`config.mk`:
```
export PLATFORM = sky130hd
export DESIGN_NAME = pattern_gen_stream
export DESIGN_NICKNAME = d
export VERILOG_FILES = /design/src/rtl/pattern_gen_stream.sv
export SDC_FILE = /design/constraint.sdc
export NUM_CORES = 1
export LEC_CHECK = 0
export ABC_AREA = 1
export ABC_CLOCK_PERIOD_IN_PS = 2000
export CORE_MARGIN = 2
export CORE_UTILIZATION = 35
export CTS_BUF_LIST = sky130_fd_sc_hd__clkbuf_8
export CTS_CLUSTER_SIZE = 40
export DETAILED_ROUTE_END_ITERATION = 16
export SLEW_MARGIN = 20
export SYNTH_ARGS = -nofsm -noshare
export SYNTH_HDL_FRONTEND = slang
export SYNTH_SLANG_ARGS = --single-unit
```
`constraint.sdc`:
```
create_clock -name clk -period 2 [get_ports clk]
set_clock_uncertainty 0.1 [all_clocks]
set_input_delay 0.4 -clock clk [delete_from_list [all_inputs] [get_ports clk]]
set_output_delay 0.4 -clock clk [all_outputs]
set_load 0.1 [all_outputs]
```
`src/rtl/pattern_gen_stream.sv`:
```
// pattern_gen_stream: emits a burst of DEPTH test-data words, each tagged with its beat
// address, over a valid/ready stream for the memory write/compare path.
//
// Ports:
//   clk, rst        rising-edge clock, asynchronous active-high reset
//   start           request a burst (accepted only when idle)
//   mode, invert    pattern select and all-ones XOR, latched when start is accepted
//   out_valid/ready stream handshake; data/addr hold while stalled
//   data, addr      pattern word and beat index 0..DEPTH-1
//   busy            high while the burst is streaming
//   done            one-cycle pulse after the last beat is accepted
//
// Optional feature: define PATGEN_LFSR_EN to enable mode 5 (32-bit Fibonacci LFSR,
// x^32+x^22+x^2+x+1). Without it, mode 5 produces the solid all-zeros pattern.
module pattern_gen_stream #(
   parameter int unsigned DATA_W = 8,
   parameter int unsigned DEPTH  = 16,
   parameter int unsigned ADDR_W = 4,
   parameter logic [31:0] SEED   = 32'hACE1_0001
) (
   input  logic              clk,
   input  logic              rst,
   input  logic              start,
   input  logic [2:0]        mode,
   input  logic              invert,
   output logic              out_valid,
   input  logic              out_ready,
   output logic [DATA_W-1:0] data,
   output logic [ADDR_W-1:0] addr,
   output logic              busy,
   output logic              done
);

   localparam int unsigned WALK_W = $clog2(DATA_W);
   localparam logic [ADDR_W-1:0] LastBeat = ADDR_W'(DEPTH - 1);
   localparam logic [WALK_W-1:0] LastWalk = WALK_W'(DATA_W - 1);

   typedef enum logic [1:0] {StIdle, StRun, StDone} state_e;

   state_e            state_q, state_d;
   logic [ADDR_W-1:0] beat_q, beat_d;
   logic [WALK_W-1:0] walk_q, walk_d;   // k mod DATA_W, wraps independently of addr
   logic [2:0]        mode_q, mode_d;
   logic              invert_q, invert_d;
   logic [DATA_W-1:0] pat;

`ifdef PATGEN_LFSR_EN
   logic [31:0]       lfsr_q, lfsr_d;
`endif

   always_ff @(posedge clk or posedge rst) begin
      if (rst) begin
         state_q  <= StIdle;
         beat_q   <= '0;
         walk_q   <= '0;
         mode_q   <= '0;
         invert_q <= 1'b0;
`ifdef PATGEN_LFSR_EN
         lfsr_q   <= SEED;
`endif
      end else begin
         state_q  <= state_d;
         beat_q   <= beat_d;
         walk_q   <= walk_d;
         mode_q   <= mode_d;
         invert_q <= invert_d;
`ifdef PATGEN_LFSR_EN
         lfsr_q   <= lfsr_d;
`endif
      end
   end

   always_comb begin
      state_d  = state_q;
      beat_d   = beat_q;
      walk_d   = walk_q;
      mode_d   = mode_q;
      invert_d = invert_q;
`ifdef PATGEN_LFSR_EN
      lfsr_d   = lfsr_q;
`endif
      unique case (state_q)
         StIdle: begin
            if (start) begin
               mode_d   = mode;
               invert_d = invert;
               beat_d   = '0;
               walk_d   = '0;
`ifdef PATGEN_LFSR_EN
               lfsr_d   = SEED;
`endif
               state_d  = StRun;
            end
         end
         StRun: begin
            if (out_ready) begin
               if (beat_q == LastBeat) begin
                  state_d = StDone;
                  beat_d  = '0;
                  walk_d  = '0;
               end else begin
                  beat_d = beat_q + ADDR_W'(1);
                  walk_d = (walk_q == LastWalk) ? '0 : walk_q + WALK_W'(1);
`ifdef PATGEN_LFSR_EN
                  lfsr_d = {lfsr_q[30:0], lfsr_q[31] ^ lfsr_q[21] ^ lfsr_q[1] ^ lfsr_q[0]};
`endif
               end
            end
         end
         StDone: state_d = StIdle;
         default: state_d = StIdle;
      endcase
   end

   // Beat parity is beat_q[0]: the counter never wraps inside a burst.
   always_comb begin
      pat = '0;
      case (mode_q)
         3'd1: pat = beat_q[0] ? '1 : '0;
         3'd2: pat = beat_q[0] ? {(DATA_W / 2){2'b10}} : {(DATA_W / 2){2'b01}};
         3'd3: pat = DATA_W'(1) << walk_q;
         3'd4: pat = ~(DATA_W'(1) << walk_q);
`ifdef PATGEN_LFSR_EN
         3'd5: pat = lfsr_q[DATA_W-1:0];
`endif
         default: pat = '0;
      endcase
   end

   always_comb begin
      out_valid = (state_q == StRun);
      busy      = (state_q == StRun);
      done      = (state_q == StDone);
      data      = out_valid ? (pat ^ {DATA_W{invert_q}}) : '0;
      addr      = out_valid ? beat_q : '0;
   end

endmodule

```
==> metrics.md <==
| Metric | Value |
|---|---|
| Sequential fraction of the synthesis area | `30.1%` |
| Commonest cells post-synth | `43 x nand2_1, 27 x inv_1, 27 x nor2_1` |
| Initial antenna violation count | `0` |
| Setup Viol. Count Final | `8` |
| CTS max path bufs | `2` |
| Hold Vio Cnt, Final | `0` |
| Failing checks | `setup timing` |
| HP Class | `input pin to async pin` |
| Synth Warn # | `0` |
| Number of port buffers | `22` |
| Post-DR vias/cell | `4.82` |
| Fmax | `0.452 GHz` |
| Cell area after layout | `0.00180 mm2` |
| CP peak stage delay | `0.45 ns` |
| RePlAce Congestion | `0.794` |
| Final Core Density | `59.9%` |
| Initial drt markers | `11` |
| Area contributors post-synth | `dfrtp_1 30%, nand2_1 15%, inv_1 9.4%` |
| FF-to-FF setup slack | `0.58 ns` |
| Setup WS post-layout | `-0.211 ns` |
| #FFs+latches synth | `13` |
| Setup CP Type | `flop to output pin` |
| Core area | `0.00300 mm2` |
| Most numerous cell in the Yosys netlist | `nand2_1` |
| Max-cap violations | `0` |
| Gr usage total | `15.4%` |
| Area fraction of the dominant cell type after synthesis | `30.1%` |
| HPWL after detailed placement | `1970 um` |
| Site Rows | `20` |
| Fin crit share | `111%` |
| Layout cell share with drive strength beyond 1 | `43.7%` |
| Nets | `215` |
| Final TNS setup | `-1.25 ns` |
| Post-Syn Area | `0.00108 mm2` |
| Clock slew seen by the registers of the worst setup and hold paths | `0.05 ns` |
| Detailed Routing Iterations Pass 1 | `4` |
| Fin crit period | `2.21 ns` |
| Biggest area consumer among synthesized cells | `dfrtp_1` |
| Worst setup SP type | `flop` |
| Post-route DRC violation count | `0` |
| Least-Margin Pin Slew | `0.513 ns` |
| Required time worst endpoint | `1.50 ns` |
| Gr ovfl total | `0` |
| Ys flop type | `dfrtp_1` |
| Crit path max-delay cell type | `dfrtp_2` |
| Synth Instances | `170` |
| Pin count of the biggest net entering global routing | `14` |
| Layout area overhead | `66.1%` |
| Worst R2R Path Depth | `7` |
| Worst skew pair latency | `0.24 ns` |
| Sink Count | `13` |
| Worst slack at placement | `-0.00353 ns` |
| Vias in the first global route | `1077` |
| Synth Area per Inst | `6.37 um2` |
| Cts bufs inserted | `3` |
| Max Slew Vio Count | `0` |
| H-tree levels | `1` |
| Post-synthesis cell type count | `22` |
| RSZ-0062 raised after global routing | `yes` |
| TritonCTS clock tree | `yes` |
| Global-route wire length before repair | `4220 um` |
| Post-synth ARST share | `100%` |
| Routed WL per cell | `10.9 um` |
| Status | `complete, but fails checks` |
| Initial Util | `36.0%` |
| I/O pin total | `23` |
| Number of diodes | `0` |
| Clock Tree Root | `clkbuf_8` |
| FILL cells | `269` |
| Post-route ant nets | `0` |
| Critical path endpoint category | `output pin` |
| Die Y-Extent | `59.6 um` |
| Rel. slew slack | `65.7%` |
| Critical path's most frequent cell | `nand2_2` |
| Total Wirelength | `2520 um` |
| Vias | `1119` |
| Number of enable flip-flop cells after synthesis | `0` |
| Post-DP Area | `0.00156 mm2` |
| CP Max Fanout | `3` |
| Width of the chip | `59.6 um` |
| Syn_nets | `185` |
| Die area | `0.00355 mm2` |
| CP arrival | `1.71 ns` |
| Cell Chain, Critical Path | `ha_4, ha_4, inv_2, nand2_2, nand2_2, nand2_2, nand2_1, nand2_1, nor2_2, buf_12` |
-- final cells by class --
cell class | instances | area (um2) | share of cell area [%]
flip-flops and latches | 13 | 333 | 18.5
well taps | 33 | 41.3 | 2.30
multi-input cells | 125 | 836 | 46.5
clock buffers | 3 | 41.3 | 2.30
repair buffers | 29 | 435 | 24.2
inverters | 28 | 108 | 5.98
clock inverters | 1 | 3.75 | 0.209
-- critical path: cells and delay by family, from the launching register on --
family                     cells  cell delay, ns
adders and majority gates      2            0.36
buffers and inverters          2            0.25
and+or+nand+nor                6            0.41
DFF                            1            0.45
-- placed cells by master, fill, tap and decap left out, drive strengths merged, types with 3 or more instances in the layout --
master         instances
o21ai                 10
inv                   29
ha                     7
clkdlybuf4s50          7
dfrtp                 13
buf                   22
nand3                 19
clkbuf                 3
nand2                 48
a21oi                  8
nor2                  29
-- logic make-up (layout without fill, tap and decap cells) --
kind of cell             Yosys count  count (layout)  share of synthesized area (%)
buffers and inverters             32              61                           13.2
flip-flops                        13              13                           30.1
adder cells (fa/ha/maj)            7               7                           8.09
AO/OA/AOI/OAI                     20              20                           9.60
AND/OR/NAND/NOR                   98              98                           39.1
-- per-layer routing --
metal	share of wire, %	GRT usage, %
met1	40	16.8
met2	57	30.5
met3	3.1	1.53
met4	0.48	4.76
met5	0	0
-- flip-flops by register name (all words and copies together) (netlist names) --
signal    cells
walk_q        3
beat_q        4
mode_q        3
state_q       2
invert_q      1
-- per-stage QoR --
step	instances	hold slack (ns)
floorplan	170	0.177
global placement	222	0.457
detailed placement	222	0.458
CTS	229	0.403
global route	232	0.452
finish	232	0.394
-- worst paths after layout --
kind                       startpoint         to
hold / removal                    rst  beat_q[2]
max in group asynchronous         rst  walk_q[0]
setup reg to reg            walk_q[1]  walk_q[0]
min in group clk            beat_q[3]  beat_q[3]
setup / recovery            walk_q[1]    data[7]
hold reg to reg             beat_q[3]  beat_q[3]
-- what timing repair did --
item,CTS,global route
setup buffers,3,3
gates resized for setup,9,38
pin swaps,7,15
setup endpoints to repair,8,11
hold buffers,0,0
cloned,0,0
Power is left out: the tool's default activity adds up to more than one toggle a clock period on the data nets, which glitch-free logic cannot reach.
==> patch 1: new RTL, same flow settings <==
`DEPTH`: 16 -> 8.
--- a/src/rtl/pattern_gen_stream.sv
+++ b/src/rtl/pattern_gen_stream.sv
@@ -14,7 +14,7 @@
 // x^32+x^22+x^2+x+1). Without it, mode 5 produces the solid all-zeros pattern.
 module pattern_gen_stream #(
    parameter int unsigned DATA_W = 8,
-   parameter int unsigned DEPTH  = 16,
+   parameter int unsigned DEPTH  = 8,
    parameter int unsigned ADDR_W = 4,
    parameter logic [31:0] SEED   = 32'hACE1_0001
 ) (
Check against the original RTL: not equivalent (Yosys sat finds a counterexample within 10 cycles, from zero or initial values and one cycle with rst high).
==> patch 1 against the original RTL <==
The run still ends with negative setup slack left. Synthesized cell count is 2.4% lower. Wire length grew 14%. Area after synthesis fell by 3.5%. Sequential cell count is the same. Via count up 2.2%. Setup slack worse by 0.055 ns. Design area down 0.42%. Highest routed layer unchanged.
Power is not shown: default switching activity piles up to over one toggle a cycle in this logic, so the estimate is an artifact.
==> patch 1: results (changes against the original RTL) <==
M1 GR Usage 0.200 (+0.0319); Reg2Reg Launch Point state_q[0]; total wirelength of the detailed-routed design 2.88 mm (+14%); global-route wire length before repair 4.59 mm (+8.8%); vias per std cell 5.11 (+5.9%); worst path setup slack after routing -0.266 ns (-0.0546 ns); Synth Instances 166 (-2.4%); placed inst area 1540 um2 (-1.4%); Rows 19 (-5.0%); run status complete, but fails checks; global routing met2 resource utilization 0.326 (+0.0213); net count of the mapped netlist 181 (-2.2%); violated checks negative setup slack; Setup TNS -1.55 ns (-0.295 ns); leading cell types by count after synthesis 41 x nand2_1, 31 x nor2_1, 22 x inv_1; number of filler instances in the final layout 243 (-9.7%); part of the Yosys area used for sequential elements 0.311 (+0.0108); inverter count of the layout excluding clock inverters 25 (-11%); top cells by area in the synthesized netlist dfrtp_1 31%, nand2_1 15%, nor2_1 11%; Pre-antenna DRT Iters 6 (+2); final count of negative-setup-slack endpoints 8 (unchanged); routability-driven placement congestion ratio 0.782 (-1.5%); R2R cell count 6 (-1); combined area of the multi-input logic cells 853 um2 (+2.1%); maximum number of pins on one net before global-route repair 18 (+4); worst reg-to-reg setup slack 0.37 ns (-0.21 ns); register area 330 um2 (-0.75%)
==> patch 1: changes by cell type after synthesis, sizes merged, moves of 2 or more <==
cell   unedited run  this run
o22ai             1         3
nand2            48        44
buf               3         5
inv              28        24
o21ai            10         6
a21oi             8        13
nor2             29        32
==> patch 1: routing by layer <==
| metal | wire length [um] | vias up |
|---|---|---|
| met3 | 93 | 8 |
| met2 | 1580 | 25 |
| met1 | 1130 | 538 |
| met5 | 0 | - |
| li1 | - | 573 |
| met4 | 73 | 0 |
==> patch 1: worst max-delay path by stage <==
stage	start	end	slack (ns)	cells after the start
6_report	walk_q[0]	data[0]	-0.27	10
3_3_place_gp	walk_q[1]	data[4]	0.07	9
5_1_grt	walk_q[1]	data[5]	-0.31	11
4_1_cts	walk_q[1]	data[6]	-0.19	10
2_1_floorplan	state_q[1]	addr[0]	-0.29	3
3_5_place_dp	walk_q[1]	data[1]	0.03	10
==> patch 1: logic make-up (layout without fill, tap and decap cells) <==
family | count (synthesis) | after routing | synth area share
flip-flops | 13 | 13 | 0.311
adder cells (fa/ha/maj) | 7 | 7 | 0.0838
AO/OA/AOI/OAI | 22 | 22 | 0.109
AND/OR/NAND/NOR | 94 | 94 | 0.374
buffers and inverters | 30 | 57 | 0.122
==> patch 1: critical path, cell delays in order, from the launching register on <==
cell and delay, ns:
dfrtp_2 0.46, inv_4 0.10, ha_4 0.16, nand2_2 0.08, inv_2 0.06, nor2_2 0.04
nor2_2 0.17, nand3_1 0.13, nand2_2 0.11, nor2_4 0.04, buf_12 0.16
==> patch 1: what timing repair did <==
item	CTS	global route
resized for setup	32	31
endpoints found under the setup margin	8	10
pin swaps	15	12
buffers inserted	3	0
==> patch 2: new RTL, same flow settings <==
Made on the original files. Encoding of `state_e`: now one-hot (3 bits for 3 states).
--- a/src/rtl/pattern_gen_stream.sv
+++ b/src/rtl/pattern_gen_stream.sv
@@ -35,7 +35,7 @@
    localparam logic [ADDR_W-1:0] LastBeat = ADDR_W'(DEPTH - 1);
    localparam logic [WALK_W-1:0] LastWalk = WALK_W'(DATA_W - 1);
 
-   typedef enum logic [1:0] {StIdle, StRun, StDone} state_e;
+   typedef enum logic [2:0] {StIdle = 3'b001, StRun = 3'b010, StDone = 3'b100} state_e;
 
    state_e            state_q, state_d;
    logic [ADDR_W-1:0] beat_q, beat_d;
Check against the original RTL: no difference found for any inputs over 10 cycles, from zero or initial values and one cycle with rst high; not proved beyond that.
==> patch 2 against the original RTL <==
The run still ends with negative setup slack left. Synthesized cell count increased by 7.1%. Setup slack improved by 0.0029 ns. Area after synthesis increased by 5.4%. Die area increased by 5.1%. Register-to-register slack got worse by 0.15 ns. Wire length increased by 20%. Global-route usage increased by 1.6 points. Design area increased by 12%. Sequential cell count increased by 1. Critical path type unchanged.
==> patch 2: results (changes against the original RTL) <==
run status complete, but fails checks; violated checks negative setup slack; Layout Nets 225 (+4.7%); combinational fraction of design power 0.747; total global routing track utilization 0.170 (+0.0160); sum of net half-perimeters after detailed placement 2.12 mm (+7.4%); Synth Area in Compound Gates 0.0702 (-0.0258); number of DRC markers after the initial detailed-route iteration 24 (+13); CP max stage delay 0.47 ns (+0.02 ns); maximum number of pins on one net before global-route repair 18 (+4); leading cell types by count after synthesis 54 x nand2_1, 29 x inv_1, 29 x nor2_1; via count of the first global-routing pass 1141 (+5.9%); Setup TNS -1.38 ns (-0.127 ns); share of the synthesized netlist area taken by xor and xnor gates 0.0154 (+0.0154); post-synthesis cell type count 21 (-4.5%); Pre-antenna DRT Iters 4 (unchanged); net count of the mapped netlist 197 (+6.5%); clock transition at the registers of the reported paths 0.05 ns (about the same); top cell family by delay on the critical path simple AND/OR/NAND/NOR gates; worst path setup slack after routing -0.208 ns (+0.00293 ns); top cells by area in the synthesized netlist dfrtp_1 29%, nand2_1 18%, inv_1 9.5%; largest fanout of any net on the critical path 4 (+1); routability-driven placement congestion ratio 0.859 (+8.2%); global-route wire length before repair 4.80 mm (+14%); area share of fa/ha/maj cells after synthesis 0.0768 (-0.00417); part of the Yosys area used for sequential elements 0.308 (+0.00754); detailed-route wire length per cell 11.9 um (+9.8%); final count of negative-setup-slack endpoints 8 (unchanged); CTS Root Cell clkbuf_8; slew at the pin closest to its max-slew limit 0.507 ns (-0.00677 ns); vias per std cell 4.96 (+2.9%); count of input and output buffers 22 (unchanged)
## patch 2: changes by cell type after synthesis, moves of 2 or more
| cell | delta |
|---|---|
| a21oi_1 | +4 |
| inv_1 | +2 |
| nand2_1 | +11 |
| nand2_2 | -2 |
| nand4_1 | +2 |
| nor2_1 | +2 |
| o21ai_0 | -3 |
| o21ai_1 | -3 |
| xor2_1 | +2 |
## patch 2: logic make-up after synthesis
group / after synthesis
compound gates: 16
flops: 14
buf+inv: 34
xor+xnor: 2
fa+ha+maj: 7
simple gates: 109
## patch 2: layout make-up
cell class | instances | area (um2)
Multi-Input combinational cell | 134 | 1020
Fill cell | 250 | 1060
Clock buffer | 3 | 41.3
Tap cell | 44 | 55.1
Inverter | 30 | 124
Clock inverter | 1 | 3.75
Timing Repair Buffer | 27 | 420
Sequential cell | 14 | 357
## patch 2: repair_timing
item | in CTS | in global routing
setup buffers | 2 | 1
endpoints found under the setup margin | 8 | 8
resized for setup | 46 | 34
pin swaps | 16 | 18
## patch 2: worst reg2reg max path, stage by stage (launching register included)
cell	delay, ns
dfrtp_1	0.37
inv_2	0.06
nor3_4	0.26
buf_12	0.23
nand2_2	0.09
nand3_2	0.20
nand2_1	0.08
o21ai_0	0.09
## patch 2: path summary, 6_finish.rpt
path                             from        end  slack, ns  cells past startpoint
min                               rst  beat_q[0]       0.39                      2
min in group clk            beat_q[3]  beat_q[3]       0.42                      2
max reg2reg                state_q[1]  walk_q[1]       0.43                      7
max in group asynchronous         rst  mode_q[0]       1.05                      2
max                         walk_q[1]    data[0]      -0.21                      9
min reg2reg                 beat_q[3]  beat_q[3]       0.42                      2
## patch 2: power by group through the flow
stage / combinational [mW] / clock, mW / sequential (mW)
final: 2.12 / 0.229 / 0.487
after global routing: 2.26 / 0.242 / 0.503
after CTS: 1.99 / 0.232 / 0.471
after detailed placement: 1.86 / 0 / 0.460
after global placement: 1.82 / 0 / 0.455
after floorplan: 1.39 / 0 / 0.452
## patch 2: layer usage
metal,vias up,track usage,wire [um]
li1,621,-,-
met1,596,0.205,1180
met2,28,0.309,1640
met3,11,0.0105,92
met4,0,0.0745,104
met5,-,0,0
## patch 2: metrics by stage
stage	worst slack [ns]	std cells	cell area [um2]	util
6_report	-0.208	253	2020	0.657
5_1_grt	-0.272	253	2020	0.657
4_1_cts	-0.171	252	1910	0.619
3_5_place_dp	0.0244	246	1690	0.550
3_3_place_gp	0.0587	246	1690	0.550
2_1_floorplan	-0.362	182	1280	-
